===== config.mk =====
export PLATFORM = sky130hd
export DESIGN_NAME = xs_start_conditioner
export DESIGN_NICKNAME = d
export VERILOG_FILES = /design/src/rtl/xs_start_conditioner.sv
export SDC_FILE = /design/constraint.sdc
export NUM_CORES = 1
export LEC_CHECK = 0
export BUFFER_PORTS_ARGS = -buffer_cell sky130_fd_sc_hd__buf_2
export CORE_AREA = 2 2 39 41
export CTS_BUF_LIST = sky130_fd_sc_hd__clkbuf_8
export CTS_CLUSTER_SIZE = 28
export DETAILED_ROUTE_END_ITERATION = 16
export DIE_AREA = 0 0 41 43
export PLACE_DENSITY_LB_ADDON = 0.15
export RECOVER_POWER = 25
export SLEW_MARGIN = 20
export SYNTH_ARGS = -nofsm -noshare
export SYNTH_HDL_FRONTEND = slang
export SYNTH_SLANG_ARGS = --single-unit

===== constraint.sdc =====
create_clock -name clk_i -period 1.4 [get_ports clk_i]
set_input_delay 0.07 -clock clk_i [delete_from_list [all_inputs] [get_ports clk_i]]
set_output_delay 0.07 -clock clk_i [all_outputs]
set_load 0.03 [all_outputs]

===== src/rtl/xs_start_conditioner.sv =====
// Button front-end for the SD start input: synchronise, debounce, one xs pulse per press, lock out until fin.
// Latency: btn_raw_i steady before edge 1 gives btn_level_o after edge N+2 and xs_o for the one cycle after edge N+3.
// Backpressure: no handshake; presses arriving while busy_o=1 are dropped, never queued.
//
// Ports:
//   clk_i        system clock, rising edge
//   rst_ni       asynchronous active-low reset
//   btn_raw_i    raw asynchronous push-button, 1 = pressed
//   fin_i        completion flag from SD, level or pulse, sampled every cycle
//   xs_o         single-cycle start pulse to SD
//   btn_level_o  debounced button level
//   busy_o       high from the xs_o cycle until fin_i has been seen
module xs_start_conditioner #(
    parameter int DEBOUNCE_CYCLES = 16,
    parameter int CNT_W           = 5
) (
    input  logic clk_i,
    input  logic rst_ni,
    input  logic btn_raw_i,
    input  logic fin_i,
    output logic xs_o,
    output logic btn_level_o,
    output logic busy_o
);

    localparam logic [CNT_W-1:0] CNT_LAST = CNT_W'(DEBOUNCE_CYCLES - 1);

    typedef enum logic [1:0] {
        ST_IDLE = 2'd0,
        ST_FIRE = 2'd1,
        ST_BUSY = 2'd2
    } state_e;

    // Two-flop synchroniser; s1 feeds nothing but s2.
    logic s1_q;
    logic s2_q;

    // Debouncer
    logic             lvl_q;
    logic             lvl_d;
    logic [CNT_W-1:0] cnt_q;
    logic [CNT_W-1:0] cnt_d;

    // Rising-edge detect on the debounced level
    logic lvl_dly_q;
    logic press;

    // Control FSM with registered outputs
    state_e state_q;
    state_e state_d;
    logic   xs_q;
    logic   xs_d;
    logic   busy_q;
    logic   busy_d;

    always_ff @(posedge clk_i or negedge rst_ni) begin
        if (!rst_ni) begin
            s1_q <= 1'b0;
            s2_q <= 1'b0;
        end else begin
            s1_q <= btn_raw_i;
            s2_q <= s1_q;
        end
    end

    // The counter tracks how many consecutive samples have disagreed with the
    // accepted level; any agreeing sample restarts the qualification.
    always_comb begin
        lvl_d = lvl_q;
        cnt_d = cnt_q;
        if (s2_q == lvl_q) begin
            cnt_d = '0;
        end else if (cnt_q == CNT_LAST) begin
            lvl_d = s2_q;
            cnt_d = '0;
        end else begin
            cnt_d = cnt_q + CNT_W'(1);
        end
    end

    always_ff @(posedge clk_i or negedge rst_ni) begin
        if (!rst_ni) begin
            lvl_q     <= 1'b0;
            cnt_q     <= '0;
            lvl_dly_q <= 1'b0;
        end else begin
            lvl_q     <= lvl_d;
            cnt_q     <= cnt_d;
            lvl_dly_q <= lvl_q;
        end
    end

    // Only the 0->1 transition of the debounced level counts as a press.
    assign press = lvl_q & ~lvl_dly_q;

    // State and output registers
    always_ff @(posedge clk_i or negedge rst_ni) begin
        if (!rst_ni) begin
            state_q <= ST_IDLE;
            xs_q    <= 1'b0;
            busy_q  <= 1'b0;
        end else begin
            state_q <= state_d;
            xs_q    <= xs_d;
            busy_q  <= busy_d;
        end
    end

    // Next state. FIRE always lasts one cycle so fin in that cycle cannot
    // cut the lock-out short; a press coinciding with fin in BUSY is dropped.
    always_comb begin
        state_d = ST_IDLE;
        case (state_q)
            ST_IDLE: state_d = press ? ST_FIRE : ST_IDLE;
            ST_FIRE: state_d = ST_BUSY;
            ST_BUSY: state_d = fin_i ? ST_IDLE : ST_BUSY;
            default: state_d = ST_IDLE;
        endcase
    end

    // Outputs are decoded from the next state and registered, so xs_o and
    // busy_o change exactly with the state register and never glitch.
    always_comb begin
        xs_d   = 1'b0;
        busy_d = 1'b0;
        case (state_d)
            ST_FIRE: begin
                xs_d   = 1'b1;
                busy_d = 1'b1;
            end
            ST_BUSY: busy_d = 1'b1;
            default: begin
                xs_d   = 1'b0;
                busy_d = 1'b0;
            end
        endcase
    end

    assign xs_o        = xs_q;
    assign busy_o      = busy_q;
    assign btn_level_o = lvl_q;

endmodule


==> impl_metrics.csv, run 1 <==
group,metric,value,unit
clock_tree,cts-root-buf,"clkbuf_8",
global_route,gr-usage-met3,0.04712,
min_path,min-delay-path-class,"in -> reg",
global_route,grt_antenna_before_repair,0,
worst_setup_path,critical_path_class,"reg -> reg",
cells_and_area,area_delta_synth_final,24.59,%
clock_tree,path_clk_slew,0.05,ns
clock_tree,cts_tree,"built",
sta,finalCritPeriodShare,0.8816,
sta,slew_headroom,0.5473,
cells_and_area,fin_nets,52,
cells_and_area,drive_above_1_share,0.1778,
placed_design,place.gp.congestion,0.6887,
clock_tree,clockBufferDepth,2,
routing,route.detailed.drc,0,
power_and_ir_drop,ir_worst_vdd,659.8,uV
routing,final_antenna_net_count,0,
routing,drt-initial-drc-count,3,
global_route,grt_pass1_wl,1.138,mm
sta,fin_crit,1.234,ns
floorplanning,die_w,41,um
status,status,"complete, no violations",
global_route,grtUsageMet1,0.1126,
logic_synthesis,postSynthAreaPerCell,14.03,sq um
logic_synthesis,syn_area,462.9,sq um
logic_synthesis,seq_area_frac_synth,0.7027,
logic_synthesis,ys_ff_latch,13,
power_and_ir_drop,total_power,0.7328,mW
sta,setup_tns,0,ns
global_route,grt_max_degree,14,
global_route,met2_usage,0.1438,
worst_setup_path,path_max_fanout,3,
routing,vias_per_cell,4.443,
clock_tree,cts_sinks,13,
sta,hold_viol_final,0,
cells_and_area,antenna_cells,0,
sta,grt_setup_unrepaired,"false",
worst_setup_path,crit_path_end_kind,"flop",
global_route,grt_pass1_vias,281,
power_and_ir_drop,power.density,1270,nW/um^2
sta,drv_slew,0,
global_route,grt.overflow.total,0,
floorplanning,initial_core_util,0.3345,
placed_design,port_buffers,6,
sta,setup_viol,0,
worst_setup_path,start_kind,"flop",
sta,final.setup_skew,0.0005127,ns
clock_tree,clk_latency,0.24,ns
logic_synthesis,synthesis.nets,39,
sta,fmax,810.2,MHz
run,maxCapViolations,0,
logic_synthesis,ys_types,12,
clock_tree,numCtsBuffers,3,
worst_setup_path,cp.required,1.52,ns
logic_synthesis,syn_inst,33,
routing,drt-pass1-iter-count,2,
cells_and_area,nFillCells,137,
sta,tightest_slew,0.6791,ns
floorplanning,dieArea,1763,sq um
logic_synthesis,synth_warnings,0,
routing,totalWireLength,672,um
global_route,grt_usage,0.1084,
worst_setup_path,critPathArrivalTime,1.35,ns
routing,via_count,271,
floorplanning,fp.coreArea,1384,sq um
cells_and_area,final_common_cell,"dfrtp_1",
floorplanning,ios,7,
cells_and_area,final_cell_mix,"dfrtp_1 (13), buf_2 (5), nor2_1 (4)",
floorplanning,rows,14,
routing,avgRoutedWirePerCell,11.02,um
global_route,busiest_layer,"met2",
placed_design,hpwlAfterDp,515.8,um
clock_tree,cts_resized,0,
clock_tree,h-tree-depth,1,
power_and_ir_drop,p_leak,0.3234,nW
floorplanning,dieHeight,43,um
==> flip-flops by register name, summed over array words and instances (netlist names) <==
register     cells
btn_level_o      1
busy_o           1
cnt_q            5
lvl_dly_q        1
s1_q             1
s2_q             1
state_q          2
xs_o             1
==> timing repair <==
item,4_1_cts,5_1_grt
buffers inserted,0,0
hold buffers,2,0
endpoints found under the hold margin,14,0
==> routing by layer <==
layer | routed length (um) | vias to the layer above
li1 | - | 130
met5 | 0 | -
met3 | 37 | 4
met4 | 31 | 0
met1 | 274 | 130
met2 | 329 | 7
==> area by class of cell <==
cell class | instances | area, sq um | share of cell area
clock buffer | 3 | 41.29 | 0.07158
clock inverter | 1 | 3.754 | 0.006508
inverter | 2 | 7.507 | 0.01302
multi-input combinational | 18 | 130.1 | 0.2256
sequential | 13 | 325.3 | 0.5640
tap | 16 | 20.02 | 0.03471
timing repair buffer | 8 | 48.80 | 0.08460
==> cells by family (layout without fill, tap and decap cells) <==
family,after synthesis,in the layout,share of synthesized area
AO/OA/AOI/OAI,1,1,0.01080
buffers and inverters,2,14,0.01622
XOR/XNOR,3,3,0.05677
flip-flops,13,13,0.7027
multiplexers,2,2,0.04595
AND/OR/NAND/NOR,10,10,0.1135
adder cells (fa/ha/maj),2,2,0.05405
==> critical path, stage by stage, from the launching register on <==
cell and delay, ns:
dfrtp_1 0.36, ha_1 0.18, nand3_1 0.12, nor2_1 0.12
mux2_1 0.33
==> stage by stage <==
stage | setup slack [ns] | std cells | utilization | cell area [sq um] | hold WS (ns)
finish | 0.1658 | 61 | 0.4168 | 576.8 | 0.2085
global route | 0.08859 | 61 | 0.4168 | 576.8 | 0.2764
CTS | 0.1574 | 61 | 0.4177 | 578.1 | 0.2142
detailed placement | 0.1639 | 55 | 0.3707 | 513.0 | -0.03184
global placement | 0.1937 | 55 | 0.3707 | 513.0 | -0.04263
floorplan | 0.1403 | 33 | - | 462.9 | -0.2256
==> path summary, 6_finish.rpt <==
path                           from           to  slack (ns)  cells past startpoint
min in group asynchronous    rst_ni   state_q[0]        0.38                      2
min                           fin_i   state_q[1]        0.21                      4
max reg2reg                cnt_q[0]  btn_level_o        0.17                      4
max in group asynchronous    rst_ni     cnt_q[0]        0.59                      2
max                        cnt_q[0]  btn_level_o        0.17                      4
min reg2reg                    s1_q         s2_q        0.36                      0
==> where the power goes <==
group	internal [mW]	switching, mW	total [mW]
Combinational	0.0136	0.0147	0.0282
Sequential	0.387	0.00677	0.394
Clock	0.192	0.119	0.311
Total	0.593	0.140	0.733
==> synth_stat cells <==
master,n,area [sq um]
and2_1,2,12.51
and3_1,1,6.260
dfrtp_1,13,325.3
ha_1,2,25.02
inv_1,2,7.510
mux2_1,1,11.26
mux2i_1,1,10.01
nand3_1,2,10.01
nor2_1,4,15.01
nor4b_1,1,8.760
o21ai_1,1,5.000
xor2_1,3,26.28
No activity file was read; power rests on OpenSTA's default activity.
==> inputs of run 2 (changes only) <==
--- a/config.mk
+++ b/config.mk
@@ -11,8 +11,8 @@
 export CTS_CLUSTER_SIZE = 28
 export DETAILED_ROUTE_END_ITERATION = 16
 export DIE_AREA = 0 0 41 43
+export MAX_ROUTING_LAYER = met4
 export PLACE_DENSITY_LB_ADDON = 0.15
-export RECOVER_POWER = 25
 export SLEW_MARGIN = 20
 export SYNTH_ARGS = -nofsm -noshare
 export SYNTH_HDL_FRONTEND = slang
==> constraint.sdc (replaced) <==
create_clock -name clk_i -period 1.48 [get_ports clk_i]
set_input_delay 0.074 -clock clk_i [delete_from_list [all_inputs] [get_ports clk_i]]
set_output_delay 0.074 -clock clk_i [all_outputs]
set_load 0.03 [all_outputs]
==> impl_metrics.csv, run 2 (synthesized netlist as in run 1, its figures left out) <==
group,metric,value,unit
status,status,"complete, no violations",
worst_setup_path,critPathArrivalTime,1.35,ns
cells_and_area,fin_cells,61,
floorplanning,rows,14,
sta,tightest_slew,0.3836,ns
floorplanning,fp.coreArea,1384,sq um
global_route,grt_usage,0.1111,
worst_setup_path,cpPeakStageDelay,0.36,ns
routing,avgRoutedWirePerCell,11.05,um
power_and_ir_drop,p_sw,0.1321,mW
worst_setup_path,crit_chain,"ha_1 -> nand3_1 -> nor2_1 -> mux2_1",
worst_setup_path,cpMaxStageDelayCell,"dfrtp_1",
global_route,grt_pass1_wl,1.131,mm
clock_tree,cts_resized,0,
floorplanning,dieHeight,43,um
global_route,grt_pass1_vias,284,
global_route,grt_antenna_before_repair,0,
clock_tree,cts_hold_buf,2,
cells_and_area,largest_reg_flops,5,
placed_design,port_buffers,6,
power_and_ir_drop,p_leak,0.3262,nW
floorplanning,initial_core_util,0.3345,
sta,grt_setup_unrepaired,"false",
routing,vias_per_cell,4.443,
sta,setup_viol,0,
worst_setup_path,critical_path_class,"reg -> reg",
power_and_ir_drop,ir_worst_vdd,622.9,uV
cells_and_area,top_regs,"cnt_q x5, state_q x2",
routing,drt-pass1-iter-count,2,
worst_setup_path,critPathBufInv,0,
cells_and_area,top_register,"cnt_q",
placed_design,hpwlAfterDp,515.8,um
cells_and_area,post-route-util,0.4177,
sta,drv_slew,0,
power_and_ir_drop,p_seq_frac,0.537,
worst_setup_path,path_max_fanout,3,
cells_and_area,fin_nets,52,
min_path,min-delay-path-class,"in -> reg",
cells_and_area,area_delta_synth_final,24.86,%
clock_tree,h-tree-depth,1,
worst_setup_path,start_kind,"flop",
sta,fmax,810.2,MHz
floorplanning,ios,7,
clock_tree,post-cts-setup-buffers,0,
routing,totalWireLength,674,um
routing,route.detailed.drc,0,
sta,hold_viol_final,0,
run,maxCapViolations,0,
power_and_ir_drop,power.density,1199,nW/um^2
clock_tree,cts_sinks,13,
routing,drt-initial-drc-count,3,
global_route,grt.overflow.total,0,
clock_tree,clockBufferDepth,2,
floorplanning,dieArea,1763,sq um
cells_and_area,antenna_cells,0,
power_and_ir_drop,power_frac_clock,0.424,
clock_tree,clk_latency,0.24,ns
worst_setup_path,cp_top_family,"flip-flops",
clock_tree,path_clk_slew,0.05,ns
worst_setup_path,crit_path_end_kind,"flop",
clock_tree,numCtsBuffers,3,
placed_design,place_inst,55,
global_route,grt_max_degree,14,
cells_and_area,drive_above_1_share,0.2000,
worst_setup_path,cp.required,1.60,ns
cells_and_area,final_common_cell,"dfrtp_1",
clock_tree,cts_tree,"built",
power_and_ir_drop,combPwrFrac,0.039,
sta,final.setup_skew,0.0004315,ns
floorplanning,die_w,41,um
placed_design,place.gp.congestion,0.6959,
clock_tree,cts-root-buf,"clkbuf_8",
routing,via_count,271,
sta,fin_crit,1.234,ns
cells_and_area,final_cell_mix,"dfrtp_1 (13), buf_2 (6), nor2_1 (4)",
routing,final_antenna_net_count,0,
power_and_ir_drop,switching_share,0.1905,
sta,slew_headroom,0.7407,
sta,setup_tns,0,ns
power_and_ir_drop,p_int,0.5612,mW
sta,finalCritPeriodShare,0.8340,
## run 2: cell count changes in the layout (fill, tap and decap cells not counted)
cell,before,now
buf_2,5,6
clkbuf_1,1,0
## run 2: final cells by class
type / count / area [sq um]
Tap cell: 16 / 20.02
Sequential cell: 13 / 325.3
Multi-Input combinational cell: 18 / 130.1
Timing Repair Buffer: 8 / 50.05
Fill cell: 137 / 805.8
Clock inverter: 1 / 3.754
Inverter: 2 / 7.507
Clock buffer: 3 / 41.29
## run 2: path summary, 6_finish.rpt
kind                       slack [ns]  cells past startpoint           to      from
max                              0.25                      4  btn_level_o  cnt_q[0]
min                              0.21                      4   state_q[1]     fin_i
max reg2reg                      0.25                      4  btn_level_o  cnt_q[0]
min reg2reg                      0.36                      0         s2_q      s1_q
max in group asynchronous        1.01                      2         s2_q    rst_ni
min in group asynchronous        0.25                      2         xs_o    rst_ni
## run 2: power groups by stage
stage	logic [mW]	registers (mW)	clock network, mW
5_1_grt	0.0321	0.373	0.325
6_report	0.0271	0.372	0.294
3_3_place_gp	0.0227	0.377	0
3_5_place_dp	0.0241	0.378	0
2_1_floorplan	0.0112	0.377	0
4_1_cts	0.0282	0.372	0.310
## run 2: worst reg2reg max path: stages, from the launching register on
cell and delay [ns]:
dfrtp_1 0.36, ha_1 0.19, nand3_1 0.12, nor2_1 0.12, mux2_1 0.33
## run 2: routing by layer
layer | part of all wire | vias to the layer above | track usage
li1 | - | 130 | -
met1 | 0.41 | 130 | 0.1126
met2 | 0.49 | 7 | 0.1438
met3 | 0.055 | 4 | 0.04712
met4 | 0.046 | 0 | 0.1200
met5 | 0 | - | -
## run 2: metrics by stage
step           cell area [sq um]  setup slack (ns)  hold slack (ns)  total power, mW
4_1_cts                    578.1            0.2374           0.2182           0.7106
3_5_place_dp               513.0            0.2439         -0.02784           0.4022
3_3_place_gp               513.0            0.2737         -0.03863           0.4001
2_1_floorplan              462.9            0.2203          -0.2216           0.3881
5_1_grt                    578.1            0.1687           0.2805           0.7302
6_report                   578.1            0.2457           0.2127           0.6932
==> inputs of run 3 (changes only) <==
==> constraint.sdc (replaced) <==
create_clock -name clk_i -period 1.3 [get_ports clk_i]
set_input_delay 0.065 -clock clk_i [delete_from_list [all_inputs] [get_ports clk_i]]
set_output_delay 0.065 -clock clk_i [all_outputs]
set_load 0.03 [all_outputs]
==> impl_metrics.csv, run 3 (synthesized netlist as in run 1, its figures left out) <==
group,metric,value,unit
status,status,"complete, no violations",
sta,slew_headroom,0.7298,
power_and_ir_drop,p_leak,0.3270,nW
floorplanning,dieHeight,43,um
cells_and_area,largest_reg_flops,5,
power_and_ir_drop,ir_worst_vdd,893.4,uV
sta,layout_setup_ws,0.07019,ns
routing,vias_per_cell,4.452,
routing,drt-initial-drc-count,0,
placed_design,place_ws,0.02915,ns
cells_and_area,area_delta_synth_final,28.65,%
worst_setup_path,path_max_fanout,3,
sta,final.setup_skew,0.001097,ns
worst_setup_path,start_kind,"flop",
sta,drv_slew,0,
floorplanning,dieArea,1763,sq um
routing,route.detailed.drc,0,
global_route,grt.overflow.total,0,
placed_design,port_buffers,6,
power_and_ir_drop,switching_share,0.2020,
clock_tree,h-tree-depth,1,
routing,via_count,276,
placed_design,place.gp.congestion,0.7043,
cells_and_area,fin_cells,62,
global_route,grt_pass1_wl,1.262,mm
power_and_ir_drop,power_frac_clock,0.429,
cells_and_area,final_common_cell,"dfrtp_1",
sta,finalCritPeriodShare,0.9460,
sta,hold_viol_final,0,
power_and_ir_drop,combPwrFrac,0.045,
cells_and_area,fin_nets,53,
global_route,grt_max_degree,14,
worst_setup_path,crit_path_end_kind,"flop",
global_route,grt_antenna_before_repair,0,
placed_design,placed_area,513.0,sq um
sta,setup_tns,0,ns
routing,avgRoutedWirePerCell,11.65,um
worst_setup_path,cp.required,1.42,ns
sta,setup_viol,0,
run,maxCapViolations,0,
cells_and_area,final_cell_mix,"dfrtp_1 (13), buf_2 (6)",
cells_and_area,design_area,595.6,sq um
floorplanning,fp.coreArea,1384,sq um
routing,drt-pass1-iter-count,1,
global_route,grt_usage,0.1229,
cells_and_area,antenna_cells,0,
clock_tree,cts_sinks,13,
power_and_ir_drop,p_int,0.6428,mW
power_and_ir_drop,p_seq_frac,0.526,
clock_tree,clockBufferDepth,2,
clock_tree,clk_latency,0.24,ns
routing,final_antenna_net_count,0,
power_and_ir_drop,power.density,1352,nW/um^2
clock_tree,cts-root-buf,"clkbuf_8",
sta,fin_crit,1.230,ns
placed_design,place_inst,55,
cells_and_area,seq_area,325.3,sq um
sta,tightest_slew,0.3996,ns
routing,totalWireLength,722,um
cells_and_area,nFillCells,130,
cells_and_area,drive_above_1_share,0.2826,
sta,fmax,813.1,MHz
min_path,min-delay-path-class,"in -> reg",
sta,grt_setup_unrepaired,"false",
power_and_ir_drop,p_sw,0.1627,mW
cells_and_area,multi_input_area,140.1,sq um
worst_setup_path,critPathArrivalTime,1.35,ns
clock_tree,path_clk_slew,0.05,ns
clock_tree,numCtsBuffers,3,
global_route,grt_pass1_vias,316,
cells_and_area,top_register,"cnt_q",
floorplanning,rows,14,
clock_tree,cts_tree,"built",
cells_and_area,top_regs,"cnt_q x5, state_q x2",
floorplanning,die_w,41,um
worst_setup_path,r2r_setup_slack,0.07,ns
floorplanning,ios,7,
floorplanning,initial_core_util,0.3345,
power_and_ir_drop,total_power,0.8054,mW
worst_setup_path,critical_path_class,"reg -> reg",
==> run 3: area by class of cell <==
| class | instances | area share |
|---|---|---|
| inverters | 2 | 0.01261 |
| well taps | 16 | 0.03361 |
| repair buffers | 9 | 0.09664 |
| flip-flops and latches | 13 | 0.5462 |
| multi-input cells | 18 | 0.2353 |
| clock buffers | 3 | 0.06933 |
| clock inverters | 1 | 0.006303 |
==> run 3: metrics by stage <==
stage                     utilization  hold slack (ns)
after floorplan                     -          -0.2306
after global placement         0.3707         -0.04801
after detailed placement       0.3707         -0.03278
after CTS                      0.4177           0.2270
after global routing           0.4304           0.2557
final                          0.4304           0.2185
==> run 3: critical path: stages (launching register included) <==
cell	delay (ns)
dfrtp_1	0.37
ha_2	0.21
nand3_2	0.09
nor2_2	0.12
mux2_1	0.32
==> run 3: final timing paths <==
check	depth (start not counted)	endpoint	startpoint
min	4	state_q[1]	fin_i
min in group asynchronous	2	state_q[0]	rst_ni
max	4	btn_level_o	cnt_q[0]
min reg2reg	0	s2_q	s1_q
max reg2reg	4	btn_level_o	cnt_q[0]
max in group asynchronous	2	cnt_q[2]	rst_ni
==> run 3: power by group through the flow <==
| stage | clock network, mW | logic [mW] | registers [mW] |
|---|---|---|---|
| after floorplan | 0 | 0.0128 | 0.429 |
| after global placement | 0 | 0.0261 | 0.430 |
| after detailed placement | 0 | 0.0284 | 0.430 |
| after CTS | 0.358 | 0.0332 | 0.423 |
| after global routing | 0.371 | 0.0423 | 0.425 |
| final | 0.346 | 0.0359 | 0.424 |
==> run 3: repair_timing <==
action,CTS,global route
hold buffers,2,0
gates resized for setup,0,3
buffers inserted,0,1
hold endpoints to repair,14,0
setup endpoints to repair,0,1
==> run 3: metal layers <==
| layer | GRT usage | wire length, um | part of all wire | vias up |
|---|---|---|---|---|
| met2 | 0.1563 | 342 | 0.47 | 7 |
| li1 | - | - | - | 135 |
| met4 | 0.1400 | 38 | 0.053 | 0 |
| met3 | 0.04712 | 36 | 0.050 | 4 |
| met1 | 0.1271 | 305 | 0.42 | 130 |
| met5 | - | 0 | 0 | - |
